$ cat src/rtl/char_pixel_gen.sv
`timescale 1ns/1ps
`default_nettype none
// ============================================================================
// Module   : char_pixel_gen
// Purpose  : Overlays one scaled 8x16 ROM glyph in a fixed box on a video
//            stream; emits a glyph-pixel select aligned with delayed syncs.
// Revision : 1.0
// ============================================================================
module char_pixel_gen #(
    parameter int BOX_X0     = 624,
    parameter int BOX_Y0     = 328,
    parameter int SCALE_LOG2 = 2
) (
    input  logic        clk,
    input  logic        reset_n,
    input  logic        de_in,
    input  logic        hsync_in,
    input  logic        vsync_in,
    input  logic [6:0]  char_code,
    input  logic [23:0] fg_rgb,
    output logic [10:0] rom_addr,
    input  logic [7:0]  rom_data,
    output logic        sel,
    output logic [7:0]  char_red,
    output logic [7:0]  char_green,
    output logic [7:0]  char_blue,
    output logic        de_out,
    output logic        hsync_out,
    output logic        vsync_out
);

    localparam logic [0:0]  c_st_unsynced = 1'b0;
    localparam logic [0:0]  c_st_synced   = 1'b1;

    localparam int          c_box_w = 8 << SCALE_LOG2;
    localparam int          c_box_h = 16 << SCALE_LOG2;

    // Bounds carry one extra bit so a box at the counter limit cannot overflow
    localparam logic [11:0] c_x_lo  = 12'(BOX_X0);
    localparam logic [11:0] c_x_hi  = 12'(BOX_X0 + c_box_w);
    localparam logic [10:0] c_y_lo  = 11'(BOX_Y0);
    localparam logic [10:0] c_y_hi  = 11'(BOX_Y0 + c_box_h);
    localparam logic [10:0] c_x0    = 11'(BOX_X0);
    localparam logic [9:0]  c_y0    = 10'(BOX_Y0);

    logic [10:0] r_x;
    logic [9:0]  r_y;
    logic        r_de_prev;
    logic        r_vs_prev;
    logic [0:0]  r_state;
    logic [6:0]  r_code;
    logic [7:0]  r_red;
    logic [7:0]  r_green;
    logic [7:0]  r_blue;
    logic [10:0] r_rom_addr;
    logic [2:0]  r_col1;
    logic        r_in1;
    logic [2:0]  r_col2;
    logic        r_in2;
    logic        r_sel;
    logic [2:0]  r_de_d;
    logic [2:0]  r_hs_d;
    logic [2:0]  r_vs_d;

    logic        w_vs_rise;
    logic        w_de_fall;
    logic        w_in_box;
    logic [10:0] w_dx;
    logic [9:0]  w_dy;
    logic [2:0]  w_col;
    logic [3:0]  w_row;
    logic        w_pix;

    assign w_vs_rise = vsync_in & ~r_vs_prev;
    assign w_de_fall = r_de_prev & ~de_in;

    assign w_in_box  = de_in
                     & ({1'b0, r_x} >= c_x_lo) & ({1'b0, r_x} < c_x_hi)
                     & ({1'b0, r_y} >= c_y_lo) & ({1'b0, r_y} < c_y_hi);

    assign w_dx  = r_x - c_x0;
    assign w_dy  = r_y - c_y0;
    assign w_col = 3'(w_dx >> SCALE_LOG2);
    assign w_row = 4'(w_dy >> SCALE_LOG2);
    assign w_pix = rom_data[3'd7 - r_col2];

    // Raster position counters; both saturate instead of wrapping
    always_ff @(posedge clk) begin
        if (!reset_n) begin
            r_x       <= '0;
            r_y       <= '0;
            r_de_prev <= 1'b0;
            r_vs_prev <= 1'b0;
        end else begin
            r_de_prev <= de_in;
            r_vs_prev <= vsync_in;
            if (!de_in)
                r_x <= '0;
            else if (r_x != '1)
                r_x <= r_x + 11'd1;
            if (w_vs_rise)
                r_y <= '0;
            else if (w_de_fall && (r_y != '1))
                r_y <= r_y + 10'd1;
        end
    end

    // Frame sync tracking and per-frame latching of glyph code and colour
    always_ff @(posedge clk) begin
        if (!reset_n) begin
            r_state <= c_st_unsynced;
            r_code  <= '0;
            r_red   <= '0;
            r_green <= '0;
            r_blue  <= '0;
        end else begin
            case (r_state)
                c_st_unsynced: if (w_vs_rise) r_state <= c_st_synced;
                c_st_synced:   r_state <= c_st_synced;
                default:       r_state <= c_st_unsynced;
            endcase
            if (w_vs_rise) begin
                r_code  <= char_code;
                r_red   <= fg_rgb[23:16];
                r_green <= fg_rgb[15:8];
                r_blue  <= fg_rgb[7:0];
            end
        end
    end

    // Three-stage pixel pipeline; stage 2 waits out the ROM read latency
    always_ff @(posedge clk) begin
        if (!reset_n) begin
            r_rom_addr <= '0;
            r_col1     <= '0;
            r_in1      <= 1'b0;
            r_col2     <= '0;
            r_in2      <= 1'b0;
            r_sel      <= 1'b0;
            r_de_d     <= '0;
            r_hs_d     <= '0;
            r_vs_d     <= '0;
        end else begin
            if (w_in_box)
                r_rom_addr <= {r_code, w_row};
            r_col1 <= w_col;
            r_in1  <= w_in_box & (r_state == c_st_synced);
            r_col2 <= r_col1;
            r_in2  <= r_in1;
            r_sel  <= r_in2 & w_pix;
            r_de_d <= {r_de_d[1:0], de_in};
            r_hs_d <= {r_hs_d[1:0], hsync_in};
            r_vs_d <= {r_vs_d[1:0], vsync_in};
        end
    end

    assign rom_addr   = r_rom_addr;
    assign sel        = r_sel;
    assign char_red   = r_red;
    assign char_green = r_green;
    assign char_blue  = r_blue;
    assign de_out     = r_de_d[2];
    assign hsync_out  = r_hs_d[2];
    assign vsync_out  = r_vs_d[2];

endmodule
`default_nettype wire

$ cat config.mk
export PLATFORM = sky130hd
export DESIGN_NAME = char_pixel_gen
export DESIGN_NICKNAME = d
export VERILOG_FILES = /design/src/rtl/char_pixel_gen.sv
export SDC_FILE = /design/constraint.sdc
export NUM_CORES = 1
export LEC_CHECK = 0
export CAP_MARGIN = 20
export CORE_MARGIN = 2
export CORE_UTILIZATION = 41
export CTS_BUF_LIST = sky130_fd_sc_hd__clkbuf_4 sky130_fd_sc_hd__clkbuf_8
export CTS_CLUSTER_SIZE = 10
export DETAILED_ROUTE_END_ITERATION = 8
export DONT_BUFFER_PORTS = 1
export SYNTH_ARGS = -nofsm -noshare
export SYNTH_HDL_FRONTEND = slang
export SYNTH_SLANG_ARGS = --single-unit
$ cat constraint.sdc
create_clock -name clk -period 3.9 [get_ports clk]
set_clock_uncertainty 0.15 [all_clocks]
set_input_delay 0.975 -clock clk [delete_from_list [all_inputs] [get_ports clk]]
set_output_delay 0.975 -clock clk [all_outputs]
set_load 0.05 [all_outputs]
==> results of run 1 <==
==> layout by cell type (no fill, tap or decap), drive strengths merged, types with 2 or more instances in the layout <==
cell type,instances
dfxtp,82
a22o,31
nand2,26
and2,17
inv,13
mux2i,12
a21oi,11
nor2,10
nand3,9
clkbuf,9
o21ai,7
ha,6
and3,5
nand4,5
o211a,4
xor2,4
nand2b,3
nor2b,3
xnor2,3
or3,3
buf,3
and4,2
a31oi,2
a41o,2
o41ai,2
mux4,2
a21boi,2
clkinv,2
==> final cells by class <==
cell class | count | area [um^2]
Sequential cell | 82 | 1642
Multi-Input combinational cell | 187 | 1329
Inverter | 9 | 33.78
Fill cell | 684 | 3900
Clock inverter | 7 | 58.81
Tap cell | 99 | 123.9
Timing Repair Buffer | 3 | 42.54
Clock buffer | 9 | 123.9
==> flip-flops by register name, summed over array words and instances (netlist names) <==
name        flops
r_code          7
r_state         1
r_y            10
r_de_d          3
r_x            11
r_in2           1
r_hs_d          3
rom_addr       11
r_col2          3
r_col1          3
r_in1           1
r_vs_d          3
sel             1
char_blue       8
char_red        8
char_green      8
==> how the worst min path moves through the flow <==
stage,from,end,slack [ps],depth (start not counted)
finish,r_in2,sel,280,2
CTS,r_in2,sel,280,2
detailed placement,r_hs_d[1],r_hs_d[2],270,1
global placement,r_col1[1],r_col2[1],260,1
floorplan,r_in2,sel,250,2
global route,r_hs_d[1],r_hs_d[2],300,1
==> stage by stage <==
stage | instances | setup WS (ps)
after CTS | 395 | 1716
after floorplan | 294 | 1664
after global routing | 396 | 1584
after global placement | 379 | 1498
after detailed placement | 379 | 1441
final | 396 | 1737
==> layer usage <==
metal,wire [um],up-vias,global-route usage [%]
met4,74,0,5.769
met2,2587,43,21.33
met3,379,8,6.427
met5,0,-,0
met1,2715,955,18.39
li1,-,1046,-
==> power by group through the flow <==
stage / Sequential, uW / Combinational, uW / Clock [uW]
5_1_grt: 937 / 59.9 / 618
3_3_place_gp: 954 / 48.4 / 0
6_report: 933 / 53.0 / 568
3_5_place_dp: 953 / 50.5 / 0
2_1_floorplan: 949 / 47.0 / 0
4_1_cts: 934 / 50.6 / 584
==> logic make-up after synthesis <==
family                     after synthesis
xor gates and xnor gates                 7
muxes                                   15
AOI/OAI and AO/OA                       67
and+or+nand+nor                         92
adders and majority gates                6
DFF                                     82
buffers and inverters                   25
==> results.sh, run 1 <==
export IMPL_syn_mean_instance_area_um2=10.45
export IMPL_synthSimpleGateAreaFrac_pct=16.16
export IMPL_gp_congestion=0.8183
export IMPL_synth_compound_area_share_pct=16.78
export IMPL_synth_xor_area_share_pct=1.995
export IMPL_ys_async_sr_fraction_pct=0
export IMPL_cts_tree="built"
export IMPL_clk_pin_slew_ps=90
export IMPL_power_per_cell_area_mw_per_mm2=463.5
export IMPL_drt_total_wl_um=5756
export IMPL_cts_path_max_buffers=2
export IMPL_crit_arrival_ps=1040
export IMPL_grt_pass1_wl_um=9446
export IMPL_ant_nets=0
export IMPL_postCtsSetupRepairBufs=0
export IMPL_r2r_slack_ps=1780
export IMPL_ctsRootBufferMaster="clkbuf_8"
export IMPL_design_area_mm2=0.003353
export IMPL_dr_first_iter_drc_count=69
export IMPL_start_util_pct=42.37
export IMPL_start_kind="flip-flop"
export IMPL_io_buffers=0
export IMPL_total_power_uw=1554
export IMPL_cp_startpoint="rom_addr[1]"
export IMPL_p_sw_share_pct=27.18
export IMPL_htree_levels=3
export IMPL_outcome="finished clean"
export IMPL_ys_ff_latch=82
export IMPL_grt_pass1_vias=1901
export IMPL_place_area_mm2=0.003143
export IMPL_fin_util_pct=46.23
export IMPL_fin_hold_ws_ps=285.0
export IMPL_synth_top_family_by_area="compound AO/OA/AOI/OAI gates"
export IMPL_coreArea_mm2=0.007253
export IMPL_syn_nets=344
export IMPL_vias=2052
export IMPL_synth_cells=294
export IMPL_slew_headroom_pct=53.42
export IMPL_synth_top_area_share_pct=53.42
export IMPL_hpwl_um=3937
export IMPL_drive_gt1_share_pct=8.418
export IMPL_critPathCapture="rom_addr[1]"
export IMPL_rsz0062_at_grt="no"
export IMPL_grt_use_total_pct=14.43
export IMPL_p_leak_uw=0.001332
export IMPL_antenna_found_initial=0
export IMPL_first_pass_iters=4
export IMPL_postCtsHoldBufs=0
export IMPL_io_pins=83
export IMPL_setup_viol=0
export IMPL_antenna_diode_count=0
export IMPL_die_h_um=90.58
export IMPL_die_x_um=90.58
export IMPL_grt_overflow_total=0
export IMPL_hp_class="reg -> reg"
export IMPL_synth_area_mm2=0.003073
export IMPL_synth_most_common_cell="dfxtp_1"
export IMPL_worstSetupPathType="reg -> out"
export IMPL_cp_max_fo=2
export IMPL_ys_types=47
export IMPL_num_rows=31
export IMPL_muxShareOfSynthArea_pct=5.741
export IMPL_drc=0
export IMPL_p_comb_share_pct=3.4
export IMPL_clkSinkCount=82
export IMPL_fin_crit_ps=2163
export IMPL_cp_num_cells=0
export IMPL_rr_worst_depth=5
export IMPL_drv_cap=0
export IMPL_ir_drop_uv=217.6
export IMPL_grt_start_max_net_pins=41
export IMPL_worst_slew_pin_slew_ps=694.1
export IMPL_required_ps=2770
export IMPL_maxSlewViolCount=0
export IMPL_area_delta_synth_final_pct=9.121
export IMPL_switchingPower_uw=422.4
export IMPL_r2r_start="r_x[0]"
export IMPL_cts_buffers=9
export IMPL_cts_resized=0
export IMPL_synth_adder_area_share_pct=2.443
export IMPL_synth_top_area_cell="dfxtp_1"
export IMPL_clkPwrFrac_pct=36.5
export IMPL_yosys_warnings=0
export IMPL_nets=342
export IMPL_synth_seq_area_share_pct=53.42
export IMPL_route_detailed_vias_per_inst=5.182
export IMPL_crit_path_end_kind="primary output"
export IMPL_setup_tns_ps=0
export IMPL_seqPwrFrac_pct=60.0
export IMPL_internal_power_uw=1132
export IMPL_hold_violations=0
export IMPL_synth_edf_count=0
export IMPL_synth_flop_cell="dfxtp_1"
export IMPL_synth_top_cells_by_area="dfxtp_1 (53%), a22o_1 (8.8%), mux2i_1 (3.9%)"
export IMPL_clk_latency_ps=350
export IMPL_drt_wirelength_per_cell_um=14.54
export IMPL_dieArea_mm2=0.008204
export IMPL_reg2reg_to="r_x[3]"
export IMPL_synthTopCellsByCount="dfxtp_1 (82), a22o_1 (31), nand2_1 (26)"
export IMPL_max_freq_mhz=462.4
export IMPL_fin_crit_sh_pct=55.45
Power figures use the tool's default switching activity.
==> run 2: changes to the inputs <==
Clock period 3.9 ns to 1.9 ns, I/O delays scaled along.
==> results.sh, run 2 (synthesized netlist as in run 1, its figures left out) <==
export IMPL_outcome="finished clean"
export IMPL_fin_crit_ps=1817
export IMPL_nets=354
export IMPL_grt_pass1_wl_um=9349
export IMPL_grt_pass1_vias=1934
export IMPL_reg2reg_to="rom_addr[7]"
export IMPL_crit_path_end_kind="flip-flop"
export IMPL_drt_wirelength_per_cell_um=14.42
export IMPL_worst_slew_pin_slew_ps=560.8
export IMPL_ir_drop_uv=535.7
export IMPL_required_ps=2030
export IMPL_final_cell_mix="dfxtp_1 (82), a22o_1 (31), nand2_1 (26)"
export IMPL_crit_arrival_ps=1950
export IMPL_setup_tns_ps=0
export IMPL_drc=0
export IMPL_internal_power_uw=2456
export IMPL_dieArea_mm2=0.008204
export IMPL_htree_levels=3
export IMPL_num_rows=31
export IMPL_setup_viol=0
export IMPL_coreArea_mm2=0.007253
export IMPL_gp_congestion=0.7818
export IMPL_io_buffers=0
export IMPL_p_comb_share_pct=3.3
export IMPL_clk_latency_ps=350
export IMPL_fin_hold_ws_ps=85.01
export IMPL_io_pins=83
export IMPL_first_pass_iters=4
export IMPL_hpwl_um=4125
export IMPL_total_power_uw=3330
export IMPL_route_detailed_vias_per_inst=5.186
export IMPL_r2r_start="r_y[3]"
export IMPL_hold_violations=0
export IMPL_drt_total_wl_um=5883
export IMPL_grt_use_total_pct=14.42
export IMPL_cts_tree="built"
export IMPL_rr_worst_depth=5
export IMPL_layout_setup_ws_ps=82.83
export IMPL_slew_headroom_pct=62.56
export IMPL_clkSinkCount=82
export IMPL_dr_first_iter_drc_count=122
export IMPL_drv_cap=0
export IMPL_seqPwrFrac_pct=57.5
export IMPL_ctsRootBufferMaster="clkbuf_8"
export IMPL_start_util_pct=42.37
export IMPL_max_freq_mhz=550.3
export IMPL_worstHoldEndpoint="char_blue[1]"
export IMPL_rsz0062_at_grt="no"
export IMPL_vias=2116
export IMPL_hold_path_startpoint="fg_rgb[1]"
export IMPL_p_leak_uw=0.001394
export IMPL_antenna_found_initial=0
export IMPL_grt_overflow_total=0
export IMPL_worstSetupPathType="reg -> reg"
export IMPL_start_kind="flip-flop"
export IMPL_power_per_cell_area_mw_per_mm2=964.4
export IMPL_switchingPower_uw=873.8
export IMPL_cp_max_fo=7
export IMPL_min_path_cells=1
export IMPL_grt_start_max_net_pins=41
export IMPL_cts_buffers=9
export IMPL_p_sw_share_pct=26.24
export IMPL_maxSlewViolCount=0
export IMPL_antenna_diode_count=0
export IMPL_postCtsSetupRepairBufs=0
export IMPL_drive_gt1_share_pct=12.30
export IMPL_r2r_slack_ps=80
export IMPL_cts_path_max_buffers=2
export IMPL_pre_cts_ws_ps=110.6
export IMPL_ant_nets=0
export IMPL_clk_pin_slew_ps=90
export IMPL_layout_commonest_cell="dfxtp_1"
export IMPL_fin_crit_sh_pct=95.64
export IMPL_area_delta_synth_final_pct=12.38
export IMPL_hp_class="in -> reg"
export IMPL_clkPwrFrac_pct=39.2
export IMPL_die_h_um=90.58
export IMPL_die_x_um=90.58
## run 2: cell types whose count changed in the layout (fill, tap and decap cells not counted)
cell	before	now
clkinv_2	1	0
bufinv_16	0	1
buf_16	1	0
nor4b_1	1	0
nor4b_2	0	1
buf_4	2	15
clkinv_4	1	0
clkinvlp_4	1	2
## run 2: critical path, stage by stage, from the launching register on
cell and delay, ps:
dfxtp_1 360, nor3_1 310, mux2_2 390, nor2_1 180
buf_4 180, mux2i_1 190
## run 2: final cells by class
class	count	area [um^2]
fill	694	3800
sequential	82	1642
timing repair buffer	15	112.6
tap	99	123.9
inverter	9	33.78
clock inverter	7	82.58
multi-input combinational	187	1335
clock buffer	9	123.9
## run 2: per-layer routing
layer / share of wire [%] / vias up / track usage, %
li1: - / 1071 / -
met1: 46 / 985 / 18.35
met2: 46 / 49 / 21.33
met3: 6.7 / 11 / 6.093
met4: 1.3 / 0 / 6.282
met5: 0 / - / 0
## run 2: how the worst max path moves through the flow
stage,start,to,slack [ps],depth (start not counted)
after CTS,r_y[3],rom_addr[7],80,5
after global routing,r_y[3],rom_addr[7],10,5
after detailed placement,r_y[3],rom_addr[6],110,5
after global placement,r_y[3],rom_addr[6],140,5
after floorplan,de_in,r_y[7],160,5
final,r_y[3],rom_addr[7],80,5
## run 2: repair_timing
action                                  CTS  global route
resized for setup                         0             1
hold buffers                              0             0
endpoints found under the setup margin    0             8
hold endpoints to repair                  0             0
## run 2: per-stage QoR
stage                     instances  util, %  area (um^2)
after floorplan                 294        -         3073
after global placement          392    44.68         3241
after detailed placement        392    44.68         3241
after CTS                       408    47.52         3447
after global routing            408    47.61         3453
final                           408    47.61         3453
## run 2: power by group through the flow
stage	clock, uW	sequential (uW)	combinational (uW)
2_1_floorplan	0	1950	96.5
3_3_place_gp	0	1960	109
3_5_place_dp	0	1960	110
4_1_cts	1350	1920	111
5_1_grt	1400	1920	124
6_report	1300	1920	109
==> run 3: changes to the inputs <==
Settings changed: ABC_AREA from default to 1, CTS_CLUSTER_SIZE 10 to default.
==> results.sh, run 3 <==
export IMPL_outcome="finished clean"
export IMPL_grt_pass1_wl_um=10790
export IMPL_clk_pin_slew_ps=90
export IMPL_clk_latency_ps=340
export IMPL_total_power_uw=3162
export IMPL_synth_top_area_cell="dfxtp_1"
export IMPL_layout_commonest_cell="nand2_1"
export IMPL_fin_crit_sh_pct=87.14
export IMPL_cp_max_fo=2
export IMPL_ys_types=31
export IMPL_coreArea_mm2=0.008175
export IMPL_synth_seq_area_share_pct=47.67
export IMPL_ys_async_sr_fraction_pct=0
export IMPL_maxSlewViolCount=0
export IMPL_synth_top_cells_by_area="dfxtp_1 (48%), nand2_1 (15%), a21oi_1 (6.7%)"
export IMPL_htree_levels=3
export IMPL_fin_crit_ps=1656
export IMPL_start_kind="flip-flop"
export IMPL_synth_most_common_cell="nand2_1"
export IMPL_hold_violations=0
export IMPL_cts_resized=0
export IMPL_hold_path_startpoint="vsync_in"
export IMPL_num_rows=33
export IMPL_gp_congestion=0.8445
export IMPL_multi_input_area_mm2=0.001499
export IMPL_ir_drop_uv=401.7
export IMPL_die_x_um=95.64
export IMPL_rsz0062_at_grt="no"
export IMPL_cts_tree="built"
export IMPL_reg2reg_to="r_y[9]"
export IMPL_dr_first_iter_drc_count=86
export IMPL_setup_tns_ps=0
export IMPL_postCtsHoldBufs=0
export IMPL_io_buffers=0
export IMPL_cp_startpoint="rom_addr[7]"
export IMPL_vias=2666
export IMPL_synth_xor_area_share_pct=1.526
export IMPL_rr_worst_depth=8
export IMPL_clkSinkCount=82
export IMPL_drt_total_wl_um=6973
export IMPL_die_h_um=95.64
export IMPL_synth_cells=467
export IMPL_drt_wirelength_per_cell_um=12.08
export IMPL_critPathCapture="rom_addr[7]"
export IMPL_grt_start_max_net_pins=33
export IMPL_synthTopCellsByCount="nand2_1 (142), dfxtp_1 (82), inv_1 (53)"
export IMPL_hp_class="in -> reg"
export IMPL_ys_ff_latch=82
export IMPL_syn_nets=517
export IMPL_setup_viol=0
export IMPL_synth_adder_area_share_pct=2.180
export IMPL_synth_flop_cell="dfxtp_1"
export IMPL_drc=0
export IMPL_start_util_pct=42.12
export IMPL_syn_mean_instance_area_um2=7.373
export IMPL_grt_pass1_vias=2308
export IMPL_synth_area_mm2=0.003443
export IMPL_drive_gt1_share_pct=11.44
export IMPL_cts_path_max_buffers=2
export IMPL_r2r_start="r_y[1]"
export IMPL_grt_use_total_pct=15.17
export IMPL_cp_num_cells=0
export IMPL_fill_cells=848
export IMPL_antenna_diode_count=0
export IMPL_synthSimpleGateAreaFrac_pct=31.29
export IMPL_first_pass_iters=4
export IMPL_design_area_mm2=0.003701
export IMPL_place_area_mm2=0.003527
export IMPL_antenna_found_initial=0
export IMPL_slew_headroom_pct=62.41
export IMPL_final_cell_mix="nand2_1 (142), dfxtp_1 (82), inv_1 (53)"
export IMPL_crit_path_end_kind="primary output"
export IMPL_nets=517
export IMPL_power_per_cell_area_mw_per_mm2=854.5
export IMPL_yosys_warnings=0
export IMPL_p_leak_uw=0.001655
export IMPL_muxShareOfSynthArea_pct=0
export IMPL_worst_slew_pin_slew_ps=563.1
export IMPL_grt_overflow_total=0
export IMPL_max_freq_mhz=604.0
export IMPL_required_ps=1270
export IMPL_regArea_mm2=0.001642
export IMPL_crit_arrival_ps=1030
export IMPL_drv_cap=0
export IMPL_postCtsSetupRepairBufs=0
export IMPL_synth_top_family_by_area="simple AND/OR/NAND/NOR gates"
export IMPL_synth_compound_area_share_pct=8.467
export IMPL_hpwl_um=4894
export IMPL_dieArea_mm2=0.009147
export IMPL_r2r_slack_ps=300
export IMPL_ctsRootBufferMaster="clkbuf_8"
export IMPL_worstSetupPathType="reg -> out"
export IMPL_synth_top_area_share_pct=47.67
export IMPL_ant_nets=0
export IMPL_io_pins=83
export IMPL_route_detailed_vias_per_inst=4.620
export IMPL_synth_edf_count=0
export IMPL_cts_buffers=9
export IMPL_area_delta_synth_final_pct=7.485
## run 3: logic make-up (layout without fill, tap and decap cells)
| logic type | after synthesis | in the layout |
|---|---|---|
| buffers and inverters | 74 | 79 |
| xor gates and xnor gates | 6 | 6 |
| and+or+nand+nor | 242 | 242 |
| AOI/OAI and AO/OA | 57 | 57 |
| DFF | 82 | 82 |
| adders and majority gates | 6 | 6 |
## run 3: stage by stage
stage | worst slack (ps) | util, % | hold slack [ps] | instances
floorplan | 453.7 | - | 240.5 | 467
global placement | 378.5 | 43.14 | 243.7 | 561
detailed placement | 336.4 | 43.14 | 246.6 | 561
CTS | 218.0 | 45.27 | 51.68 | 577
global route | 164.2 | 45.27 | 63.22 | 577
finish | 244.4 | 45.27 | 68.00 | 577
## run 3: layout make-up
| class | count | share of cell area (%) |
|---|---|---|
| repair buffers | 5 | 1.014 |
| clock inverters | 6 | 1.149 |
| well taps | 105 | 3.550 |
| multi-input cells | 311 | 40.50 |
| clock buffers | 10 | 3.550 |
| inverters | 58 | 5.882 |
| flip-flops and latches | 82 | 44.35 |
## run 3: power by group
| group | internal [uW] | switching (uW) | total, uW |
|---|---|---|---|
| clock network | 492 | 637 | 1130 |
| registers | 1770 | 134 | 1900 |
| logic | 44.1 | 87.8 | 132 |
| total | 2300 | 859 | 3160 |
## run 3: worst min-delay path by stage
| stage | endpoint | slack, ps | cells after the start |
|---|---|---|---|
| floorplan | r_col2[0] | 240 | 2 |
| global placement | r_hs_d[2] | 240 | 2 |
| detailed placement | r_in2 | 250 | 2 |
| CTS | r_vs_d[0] | 50 | 2 |
| global route | r_de_d[2] | 60 | 2 |
| finish | r_vs_d[0] | 70 | 2 |
## run 3: per-layer routing
metal	up-vias	wire length, um	global-route usage, %
met5	-	0	0
met4	0	135	7.262
met3	10	432	4.506
met2	53	3075	21.68
met1	1171	3330	20.80
li1	1432	-	-
